[config.mk]
export PLATFORM = sky130hd
export DESIGN_NAME = lcd_seq_ctrl
export DESIGN_NICKNAME = d
export VERILOG_FILES = /design/src/rtl/lcd_seq_ctrl.sv
export SDC_FILE = /design/constraint.sdc
export NUM_CORES = 1
export LEC_CHECK = 0
export ABC_CLOCK_PERIOD_IN_PS = 2400
export CORE_ASPECT_RATIO = 0.7
export CORE_UTILIZATION = 30
export CTS_CLUSTER_SIZE = 40
export DETAILED_ROUTE_END_ITERATION = 8
export DONT_BUFFER_PORTS = 1
export PLACE_DENSITY = 0.55
export SKIP_LAST_GASP = 1
export SLEW_MARGIN = 20
export SYNTH_ARGS = -nofsm -noshare
export SYNTH_HDL_FRONTEND = slang
export SYNTH_SLANG_ARGS = --single-unit
[constraint.sdc]
create_clock -name clk_1024 -period 2.4 [get_ports clk_1024]
set_clock_uncertainty 0.2 [all_clocks]
set_input_delay 0.24 -clock clk_1024 [delete_from_list [all_inputs] [get_ports clk_1024]]
set_output_delay 0.24 -clock clk_1024 [all_outputs]
set_load 0.02 [all_outputs]
[src/rtl/lcd_seq_ctrl.sv]
// HD44780-style LCD sequencer: power-on wait, init command ROM, then single-byte user writes.
// Each byte is a one-cycle E strobe followed by an E-low hold; 4-bit mode splits it into two nibbles.
module lcd_seq_ctrl #(
    parameter int BUS4      = 0,
    parameter int TWO_LINE  = 1,
    parameter int CURSOR_ON = 1,
    parameter int BLINK_ON  = 0,
    parameter int PWR_WAIT  = 4000,
    parameter int CMD_WAIT  = 3,
    parameter int CLR_WAIT  = 152
) (
    input  logic       clk_1024,
    input  logic       reset_n,
    input  logic       reinit,
    input  logic       wr_req,
    input  logic       wr_rs,
    input  logic [7:0] wr_data,
    output logic       ready,
    output logic       init_done,
    output logic       lcd_rw,
    output logic       lcd_rs,
    output logic       lcd_e,
    output logic [7:0] lcd_data
);
    typedef enum logic [2:0] {PWR, INIT_SEND, INIT_HOLD, IDLE, WR_SEND, WR_HOLD} state_t;

    localparam bit          IS_BUS4   = (BUS4 != 0);
    localparam logic [15:0] PWR_TC    = 16'(PWR_WAIT);
    localparam logic [15:0] CMD_TC    = 16'(CMD_WAIT);
    localparam logic [15:0] CLR_TC    = 16'(CLR_WAIT);
    localparam logic [2:0]  ROM_FIRST = IS_BUS4 ? 3'd0 : 3'd1;
    localparam logic [2:0]  ROM_LAST  = 3'd4;
    localparam logic [7:0]  FUNC_SET  = 8'h20 | (IS_BUS4 ? 8'h00 : 8'h10) | ((TWO_LINE != 0) ? 8'h08 : 8'h00);
    localparam logic [7:0]  DISP_ON   = 8'h0C | ((CURSOR_ON != 0) ? 8'h02 : 8'h00) | ((BLINK_ON != 0) ? 8'h01 : 8'h00);

    // Entry 0 is the lone 0x2 nibble that switches the panel into 4-bit mode.
    function automatic logic [7:0] rom_byte(input logic [2:0] idx);
        case (idx)
            3'd0:    rom_byte = 8'h20;
            3'd1:    rom_byte = FUNC_SET;
            3'd2:    rom_byte = DISP_ON;
            3'd3:    rom_byte = 8'h01;
            default: rom_byte = 8'h06;
        endcase
    endfunction

    function automatic logic [7:0] first_phase(input logic [7:0] b);
        first_phase = IS_BUS4 ? {b[7:4], 4'h0} : b;
    endfunction

    state_t      state_reg, state_next;
    logic [15:0] cnt_reg, cnt_next;
    logic [2:0]  idx_reg, idx_next;
    logic [7:0]  byte_reg, byte_next;
    logic        rs_reg, rs_next;
    logic        nib_lo_reg, nib_lo_next;
    logic        single_reg, single_next;
    logic        e_reg, e_next;
    logic [7:0]  data_reg, data_next;
    logic        ready_reg, ready_next;
    logic        done_reg, done_next;
    logic [15:0] hold_w;
    logic        hi_pending;

    // A high nibble with its low half still to come only needs a one-cycle hold.
    assign hi_pending = IS_BUS4 && !nib_lo_reg && !single_reg;

    always_comb begin
        if (hi_pending)
            hold_w = 16'd1;
        else if (!rs_reg && (byte_reg == 8'h01 || byte_reg == 8'h02))
            hold_w = CLR_TC;
        else
            hold_w = CMD_TC;
    end

    always_ff @(posedge clk_1024 or negedge reset_n) begin
        if (!reset_n) begin
            state_reg  <= PWR;
            cnt_reg    <= '0;
            idx_reg    <= '0;
            byte_reg   <= '0;
            rs_reg     <= 1'b0;
            nib_lo_reg <= 1'b0;
            single_reg <= 1'b0;
            e_reg      <= 1'b0;
            data_reg   <= '0;
            ready_reg  <= 1'b0;
            done_reg   <= 1'b0;
        end else begin
            state_reg  <= state_next;
            cnt_reg    <= cnt_next;
            idx_reg    <= idx_next;
            byte_reg   <= byte_next;
            rs_reg     <= rs_next;
            nib_lo_reg <= nib_lo_next;
            single_reg <= single_next;
            e_reg      <= e_next;
            data_reg   <= data_next;
            ready_reg  <= ready_next;
            done_reg   <= done_next;
        end
    end

    always_comb begin
        state_next  = state_reg;
        cnt_next    = cnt_reg;
        idx_next    = idx_reg;
        byte_next   = byte_reg;
        rs_next     = rs_reg;
        nib_lo_next = nib_lo_reg;
        single_next = single_reg;
        e_next      = 1'b0;
        data_next   = data_reg;
        ready_next  = ready_reg;
        done_next   = done_reg;
        case (state_reg)
            PWR: begin
                ready_next = 1'b0;
                if (cnt_reg == PWR_TC) begin
                    state_next  = INIT_SEND;
                    cnt_next    = '0;
                    idx_next    = ROM_FIRST;
                    byte_next   = rom_byte(ROM_FIRST);
                    rs_next     = 1'b0;
                    nib_lo_next = 1'b0;
                    single_next = IS_BUS4;
                    e_next      = 1'b1;
                    data_next   = first_phase(rom_byte(ROM_FIRST));
                end else begin
                    cnt_next = cnt_reg + 16'd1;
                end
            end
            INIT_SEND, WR_SEND: begin
                state_next = (state_reg == INIT_SEND) ? INIT_HOLD : WR_HOLD;
                cnt_next   = 16'd1;
            end
            INIT_HOLD, WR_HOLD: begin
                if (cnt_reg != hold_w) begin
                    cnt_next = cnt_reg + 16'd1;
                end else if (hi_pending) begin
                    nib_lo_next = 1'b1;
                    e_next      = 1'b1;
                    data_next   = {byte_reg[3:0], 4'h0};
                    state_next  = (state_reg == INIT_HOLD) ? INIT_SEND : WR_SEND;
                end else if (state_reg == INIT_HOLD && idx_reg != ROM_LAST) begin
                    idx_next    = idx_reg + 3'd1;
                    byte_next   = rom_byte(idx_reg + 3'd1);
                    nib_lo_next = 1'b0;
                    single_next = 1'b0;
                    e_next      = 1'b1;
                    data_next   = first_phase(rom_byte(idx_reg + 3'd1));
                    state_next  = INIT_SEND;
                end else begin
                    state_next = IDLE;
                    ready_next = 1'b1;
                    done_next  = 1'b1;
                end
            end
            IDLE: begin
                if (wr_req) begin
                    byte_next   = wr_data;
                    rs_next     = wr_rs;
                    nib_lo_next = 1'b0;
                    single_next = 1'b0;
                    e_next      = 1'b1;
                    data_next   = first_phase(wr_data);
                    ready_next  = 1'b0;
                    state_next  = WR_SEND;
                end
            end
            default: state_next = PWR;
        endcase
        // Restart wins over everything, including a write accepted on the same edge.
        if (reinit) begin
            state_next  = PWR;
            cnt_next    = '0;
            e_next      = 1'b0;
            ready_next  = 1'b0;
            done_next   = 1'b0;
            nib_lo_next = 1'b0;
        end
    end

    assign ready     = ready_reg;
    assign init_done = done_reg;
    assign lcd_rw    = 1'b0;
    assign lcd_rs    = rs_reg;
    assign lcd_e     = e_reg;
    assign lcd_data  = data_reg;
endmodule

==> impl_results.rst, run 1 <==
.. list-table::
   :header-rows: 1

   * - Metric
     - Value
   * - Run status
     - finished, violations left
   * - Violated checks
     - setup timing
   * - Sequential share of power
     - 39.0%
   * - Clock transition at the registers of the reported paths
     - around 0.080 ns
   * - Share of cells above drive strength 1
     - roughly a quarter
   * - First-pass GRT wire length
     - around 9300 um
   * - # Max-Cap Violations
     - 0
   * - Post-layout util
     - between 40 and 50%
   * - Root Driver
     - clkbuf_8
   * - Worst-Skew Late Latency
     - 0.30 ns
   * - Post-DR wirelength/cell
     - 16.0 um
   * - FF-to-FF setup slack
     - -0.05 ns
   * - Final-stage net count
     - 301
   * - Share of total power in combinational logic
     - 30.6%
   * - Pwr Density
     - 638 mW/mm^2
   * - CTS tree
     - built
   * - Synthesized instance count
     - 236
   * - Static Leakage
     - 1.30 nW
   * - Warnings from Yosys
     - 0
   * - Critical Path Sink
     - cnt_reg[5]$_DFFE_PN0P_
   * - Post-route fraction of the period consumed by the critical path
     - 102%
   * - Antenna diode count
     - 0
   * - Power share of the clock group
     - 30.5%
   * - Deepest clock path buffer count
     - 2
   * - Maximum vdd ir drop
     - between 200 and 300 uV
   * - Via count of the first global-routing pass
     - around 1800
   * - Number of core rows
     - 25
   * - Final wirelength
     - around 6000 um
   * - Initial core utilization
     - 31.4%
   * - Hold Path Class
     - in2reg
   * - Initial antenna violation count
     - 0
   * - Number of storage elements in the synthesis netlist
     - 34
   * - Post-synth EDFFs
     - 0
   * - Synth cell types
     - 45
   * - Die area
     - between 0.007 and 0.008 sq mm
   * - Arr. time, crit path
     - 2.48 ns
   * - Detailed Place HPWL
     - around 4100 um
   * - Area grow syn2layout
     - 31.1%
   * - Weighted congestion at the end of routability-driven global placement
     - 0.816
   * - Worst reg2reg path depth
     - 6
   * - Vias per Instance
     - ~5.2
   * - Highest net fanout along the worst path
     - 5
   * - Post-Synthesis Cell Area
     - about 0.0021 sq mm
   * - Flip-flop count of the largest register after layout
     - 16
   * - Sequential element share of the synthesized area
     - 39.8%
   * - Startpoint types
     - register
   * - Mean instance size in the synthesized netlist
     - 9.06 sq um
   * - Launch instance of the worst register-to-register path
     - cnt_reg[11]$_DFFE_PN0P_
   * - Num CTS Buffers
     - 5
   * - Number of hold violations in the final report
     - 0
   * - Gr ovfl total
     - 0
   * - Y dimension of the die
     - about 73 um
   * - Post-route ant nets
     - 0
   * - Sw Share
     - between 30% and 40%
   * - Buffers added on ports
     - 0
   * - Max Slew Vio Count
     - 0
   * - Crit path setup slack, layout
     - -0.0483 ns
   * - Most used DFF post-synth
     - dfrtp_1
   * - Post-synthesis async set-or-reset flop share
     - 100%
   * - Via count
     - 1948
   * - Number of placed I/O pins
     - 26
   * - Commonest non-fill, non-tap cells in the layout
     - dfrtp_1 (34), buf_4 (34), nor2_1 (21), nand2_1 (20)
   * - Worst hold path stage count
     - 3
   * - Fmax
     - 408 MHz
   * - Reg-to-reg endpoint
     - cnt_reg[5]$_DFFE_PN0P_
   * - DRC marker count from the first detailed-route iteration
     - 141
   * - Final setup viols
     - 13
   * - Crit. Startpoint
     - cnt_reg[11]$_DFFE_PN0P_
   * - Number of clock sinks seen by CTS
     - 34
   * - Int Power
     - 1.18 mW
   * - Synth Net Count
     - roughly 260
   * - H-tree lvl count
     - 2
   * - Post-detailed-route DRC marker count
     - 0
   * - Total negative setup slack
     - -0.393 ns
   * - Initial DRT Pass Iterations
     - 4
   * - Required time reported for the critical path endpoint
     - 2.43 ns
   * - Minimum period implied by the final worst setup slack
     - between 2 and 2.5 ns
   * - Setup repair after global routing missed its margin
     - yes
   * - Core area
     - 0.00682 sq mm
   * - Crit path capture type
     - register
   * - Largest net degree at the start of global routing
     - 35
   * - Path type of the worst setup path
     - reg2reg
   * - Switching component of the power
     - 0.609 mW
   * - Die boundary width
     - 103 um
   * - Overall fraction of global-route tracks in use
     - 16.3%
-- kinds of logic after synthesis --
| family | count (synthesis) | synth area share, % |
|---|---|---|
| other | 1 | 0.175 |
| muxes | 10 | 5.21 |
| and+or+nand+nor | 95 | 22.8 |
| xor gates and xnor gates | 2 | 0.819 |
| AOI/OAI and AO/OA | 66 | 22.0 |
| buffers and inverters | 21 | 5.09 |
| adders and majority gates | 7 | 4.10 |
| DFF | 34 | 39.8 |
-- power groups by stage --
stage | combinational [mW] | clock, mW | sequential [mW]
global placement | 0.467 | 0 | 0.702
global route | 0.609 | 0.591 | 0.708
finish | 0.547 | 0.545 | 0.697
CTS | 0.514 | 0.559 | 0.692
detailed placement | 0.475 | 0 | 0.704
floorplan | 0.293 | 0 | 0.730
-- metrics by stage --
| stage | instances | area, sq um | hold slack, ns | total power [mW] | setup slack [ns] |
|---|---|---|---|---|---|
| final | 376 | 2800 | 0.00960 | 1.79 | -0.0483 |
| after global routing | 376 | 2800 | 0.0189 | 1.91 | -0.117 |
| after CTS | 372 | 2700 | 0.00121 | 1.77 | -0.0116 |
| after detailed placement | 355 | 2460 | -0.254 | 1.18 | -0.0506 |
| after global placement | 355 | 2460 | -0.254 | 1.17 | -0.0632 |
| after floorplan | 236 | 2150 | -0.256 | 1.02 | -0.00783 |
-- worst min-delay path by stage --
stage,startpoint,to,slack [ns]
floorplan,reset_n,cnt_reg[0]$_DFFE_PN0P_,-0.26
global placement,reset_n,cnt_reg[7]$_DFFE_PN0P_,-0.25
detailed placement,reset_n,cnt_reg[4]$_DFFE_PN0P_,-0.25
CTS,wr_data[1],lcd_data[1]$_DFFE_PN0P_,0.001
global route,wr_data[0],lcd_data[0]$_DFFE_PN0P_,0.02
finish,wr_data[1],lcd_data[1]$_DFFE_PN0P_,0.01
-- routing by layer --
metal / GRT usage, % / up-vias / wire length, um
met5: 0 / - / 0
met4: 4.69 / 0 / 70
met3: 3.83 / 7 / 314
met2: 23.0 / 49 / 2390
met1: 24.6 / 929 / 3220
li1: - / 963 / -
-- Yosys cell counts, types with 2 or more instances --
master    number  area share (%)
o31ai_1        4             1.4
a221o_1        2            0.94
dfrtp_1       34              40
a22o_1        13             5.3
a211oi_1       2            0.70
nand4_1        3            0.88
o21ai_1        2            0.47
buf_4          2            0.70
clkbuf_1       5            0.88
a21oi_1       11             2.6
nor3_1         7             1.6
buf_6          3             1.6
or2_2          2            0.59
or3_1          2            0.59
nor4_1         4             1.2
nor2_1        22             3.9
nor2b_1        3            0.88
xor2_1         2            0.82
ha_1           7             4.1
mux2i_1        3             1.4
and4_1         2            0.82
inv_1         11             1.9
nand3_1       14             3.3
a221oi_1       2            0.82
a21o_1         6             2.1
or3b_2         2            0.82
nand2_1       20             3.5
nor4b_1        2            0.82
mux2_2         6             3.2
o21ai_0       17             4.0
and3_1         5             1.5
or4_1          3             1.1
-- critical path, stage by stage (launching register included) --
cell	delay (ns)
dfrtp_1	0.38
or4_4	0.53
or3_4	0.36
buf_4	0.15
o41a_1	0.49
o21ai_0	0.12
a22o_1	0.16
-- layout make-up --
cell class                      count  area, sq um
Tap cell                           94          118
Multi-Input combinational cell    182         1280
Fill cell                         664         4020
Sequential cell                    34          851
Clock buffer                        5         68.8
Timing Repair Buffer               47          402
Inverter                           11         41.3
Clock inverter                      3         45.0
-- timing repair --
action,in CTS,in global routing
setup endpoints to repair,21,23
cloned,0,1
hold endpoints to repair,45,0
resized for setup,6,19
hold buffers,8,0
pin swaps,0,9
buffers inserted,1,3
(Power assumes the default switching activity.)
==> run 2, diff against run 1 <==
--- a/config.mk
+++ b/config.mk
@@ -8,11 +8,11 @@
 export ABC_CLOCK_PERIOD_IN_PS = 2400
 export CORE_ASPECT_RATIO = 0.7
 export CORE_UTILIZATION = 30
+export CTS_CLUSTER_DIAMETER = 30
 export CTS_CLUSTER_SIZE = 40
 export DETAILED_ROUTE_END_ITERATION = 8
 export DONT_BUFFER_PORTS = 1
 export PLACE_DENSITY = 0.55
-export SKIP_LAST_GASP = 1
 export SLEW_MARGIN = 20
 export SYNTH_ARGS = -nofsm -noshare
 export SYNTH_HDL_FRONTEND = slang
==> run 2 against run 1 <==
The run still ends with setup timing left. Combinational power barely moved. Worst hold slack improved by 0.0025 ns. Count of clock-buffer cells in the layout did not move. Setup slack got worse by 0.0059 ns. Fmax fell by 0.24%. Non-clock buffer count did not move. Largest cell class unchanged.
==> impl_results.rst, run 2 (same netlist as run 1, synthesis figures left out) <==
.. list-table::
   :header-rows: 1

   * - Metric
     - Value
   * - Switching component of the power
     - 0.609 mW (about the same)
   * - Final wirelength
     - 6010 um (was 6000 um)
   * - Pwr Density
     - 638 mW/mm^2 (about the same)
   * - Minimum period implied by the final worst setup slack
     - 2.45 ns (about the same)
   * - Count of fill cells added during filler insertion
     - 666 (was 664)
   * - Static Leakage
     - 1.30 nW (about the same)
   * - Number of clock sinks seen by CTS
     - 34 (unchanged)
   * - DRC marker count from the first detailed-route iteration
     - 131 (was 141)
   * - Core area
     - 0.00682 sq mm (unchanged)
   * - Hold path startpoint
     - wr_data[1] (unchanged)
   * - Reg-to-reg endpoint
     - cnt_reg[5]$_DFFE_PN0P_ (unchanged)
   * - Y dimension of the die
     - 72.6 um (unchanged)
   * - Fmax
     - 407 MHz (was 408 MHz)
   * - Crit. Startpoint
     - cnt_reg[11]$_DFFE_PN0P_ (unchanged)
   * - Post-route fraction of the period consumed by the critical path
     - 102% (about the same)
   * - Cell type group with the largest total delay on the critical path
     - simple AND/OR/NAND/NOR gates (unchanged)
   * - Crit path setup slack, layout
     - -0.0542 ns (was -0.0483 ns)
   * - Overall fraction of global-route tracks in use
     - 16.3% (unchanged)
   * - CP Buf/Inv Count
     - 1 (unchanged)
   * - Final-stage net count
     - 301 (unchanged)
   * - Post-detailed-route DRC marker count
     - 0 (unchanged)
   * - FF-to-FF setup slack
     - -0.05 ns (about the same)
   * - Share of total power in combinational logic
     - 30.7% (was 30.6%)
   * - Capture endpoint of the worst hold path
     - lcd_data[1]$_DFFE_PN0P_ (unchanged)
   * - CTS tree
     - built (unchanged)
   * - Int Power
     - 1.18 mW (about the same)
   * - Post-DR wirelength/cell
     - 16.0 um (about the same)
   * - Post-placement worst setup slack
     - -0.0506 ns (unchanged)
   * - Sw Share
     - 34.0% (about the same)
   * - Worst-Skew Late Latency
     - 0.29 ns (was 0.30 ns)
   * - Total Power Consumption
     - 1.79 mW (about the same)
   * - Startpoint types
     - register (unchanged)
   * - Final setup viols
     - 13 (unchanged)
   * - Flip-flop count of the largest register after layout
     - 16 (unchanged)
   * - Worst hold path stage count
     - 3 (unchanged)
   * - First-pass GRT wire length
     - 9250 um (unchanged)
   * - Via count
     - 1953 (was 1948)
   * - Launch instance of the worst register-to-register path
     - cnt_reg[11]$_DFFE_PN0P_ (unchanged)
   * - Gr ovfl total
     - 0 (unchanged)
   * - Number of standard cells in the layout, taps in and fillers out
     - 376 (unchanged)
   * - Initial antenna violation count
     - 0 (unchanged)
   * - Initial core utilization
     - 31.4% (unchanged)
   * - Clock transition at the registers of the reported paths
     - 0.08 ns (about the same)
   * - H-tree lvl count
     - 2 (unchanged)
   * - Weighted congestion at the end of routability-driven global placement
     - 0.816 (unchanged)
   * - Buffers added on ports
     - 0 (unchanged)
   * - Initial DRT Pass Iterations
     - 4 (unchanged)
   * - Required time reported for the critical path endpoint
     - 2.43 ns (about the same)
   * - Peak per-stage delay on the critical path
     - 0.53 ns (about the same)
   * - Via count of the first global-routing pass
     - 1830 (unchanged)
   * - Area grow syn2layout
     - 31.2% (was 31.1%)
   * - Largest net degree at the start of global routing
     - 35 (unchanged)
   * - Number of placed I/O pins
     - 26 (unchanged)
   * - Number of hold violations in the final report
     - 0 (unchanged)
   * - Num CTS Buffers
     - 5 (unchanged)
   * - Post-route ant nets
     - 0 (unchanged)
   * - Path type of the worst setup path
     - reg2reg (unchanged)
   * - Number of placed cells counting well taps
     - 355 (unchanged)
   * - Antenna diode count
     - 0 (unchanged)
   * - Cell breakdown of the critical path
     - or4_4 -> or3_4 -> buf_4 -> o41a_1 -> o21ai_0 -> a22o_1 (unchanged)
   * - Worst reg2reg path depth
     - 6 (unchanged)
   * - Deepest clock path buffer count
     - 2 (unchanged)
   * - Highest net fanout along the worst path
     - 5 (unchanged)
   * - Number of core rows
     - 25 (unchanged)
   * - Maximum vdd ir drop
     - 300 uV (about the same)
   * - Detailed Place HPWL
     - 4070 um (unchanged)
   * - Vias per Instance
     - 5.19 (was 5.18)
   * - Library cell contributing the largest single delay on the critical path
     - or4_4 (unchanged)
   * - Commonest non-fill, non-tap cells in the layout
     - dfrtp_1 (34), buf_4 (34), nor2_1 (21), nand2_1 (20) (unchanged)
   * - Root Driver
     - clkbuf_8 (unchanged)
   * - Power share of the clock group
     - 30.4% (was 30.5%)
   * - Violated checks
     - setup timing (unchanged)
   * - Die boundary width
     - 103 um (unchanged)
   * - Run status
     - finished, violations left (unchanged)
   * - Die area
     - 0.00747 sq mm (unchanged)
   * - Max Slew Vio Count
     - 0 (unchanged)
   * - Setup repair after global routing missed its margin
     - yes (unchanged)
   * - # Max-Cap Violations
     - 0 (unchanged)
   * - Crit path capture type
     - register (unchanged)
   * - Arr. time, crit path
     - 2.49 ns (was 2.48 ns)
   * - Share of cells above drive strength 1
     - 25.9% (was 25.5%)
   * - Sequential share of power
     - 39.0% (about the same)
   * - Hold Path Class
     - in2reg (unchanged)
   * - Worst path depth
     - 6 (unchanged)
[run 2: area by class of cell]
type / instances / area, sq um / share of cell area, %
multi-input cells: 182 / 1280 / 45.7
flip-flops and latches: 34 / 851 / 30.3
repair buffers: 47 / 402 / 14.3
well taps: 94 / 118 / 4.19
clock buffers: 5 / 68.8 / 2.45
clock inverters: 3 / 45.0 / 1.60
inverters: 11 / 41.3 / 1.47
[run 2: power by group through the flow]
| stage | logic, mW | registers [mW] | clock network [mW] |
|---|---|---|---|
| after CTS | 0.514 | 0.692 | 0.559 |
| after detailed placement | 0.475 | 0.704 | 0 |
| final | 0.549 | 0.697 | 0.544 |
| after global routing | 0.610 | 0.708 | 0.591 |
| after global placement | 0.467 | 0.702 | 0 |
| after floorplan | 0.293 | 0.730 | 0 |
[run 2: metal layers]
layer,vias to the layer above,GRT usage [%],part of all wire (%)
li1,965,-,-
met1,942,24.6,53
met2,44,23.0,41
met3,2,3.83,5.1
met4,0,4.69,0.40
met5,-,0,0
[run 2: through the flow]
step,hold WS [ns],utilization (%),instance area [sq um],setup TNS [ns]
floorplan,-0.256,-,2150,-0.0705
global placement,-0.254,36.1,2460,-0.0632
detailed placement,-0.254,36.1,2460,-0.333
CTS,0.00121,39.6,2700,-0.0449
global route,0.0189,41.2,2810,-1.65
finish,0.0121,41.2,2810,-0.387
[run 2: worst max-delay path by stage]
stage	slack, ns	to
after detailed placement	-0.05	state_reg[1]$_DFFE_PN0P_
after global routing	-0.12	cnt_reg[5]$_DFFE_PN0P_
final	-0.05	cnt_reg[5]$_DFFE_PN0P_
after floorplan	-0.008	cnt_reg[10]$_DFFE_PN0P_
after global placement	-0.06	state_reg[1]$_DFFE_PN0P_
after CTS	-0.01	cnt_reg[6]$_DFFE_PN0P_
[run 2: worst reg2reg max path, stage by stage, from the launching register on]
cell and delay (ns):
dfrtp_1 0.38, or4_4 0.53, or3_4 0.36, buf_4 0.15, o41a_1 0.50, o21ai_0 0.12, a22o_1 0.16
[run 2: repair_timing]
item                                    4_1_cts  5_1_grt
setup buffers                                 1        3
cloned                                        0        1
pin swaps                                     0       10
gates resized for setup                       6       20
hold buffers                                  8        0
hold endpoints to repair                     45        0
endpoints found under the setup margin       21       23
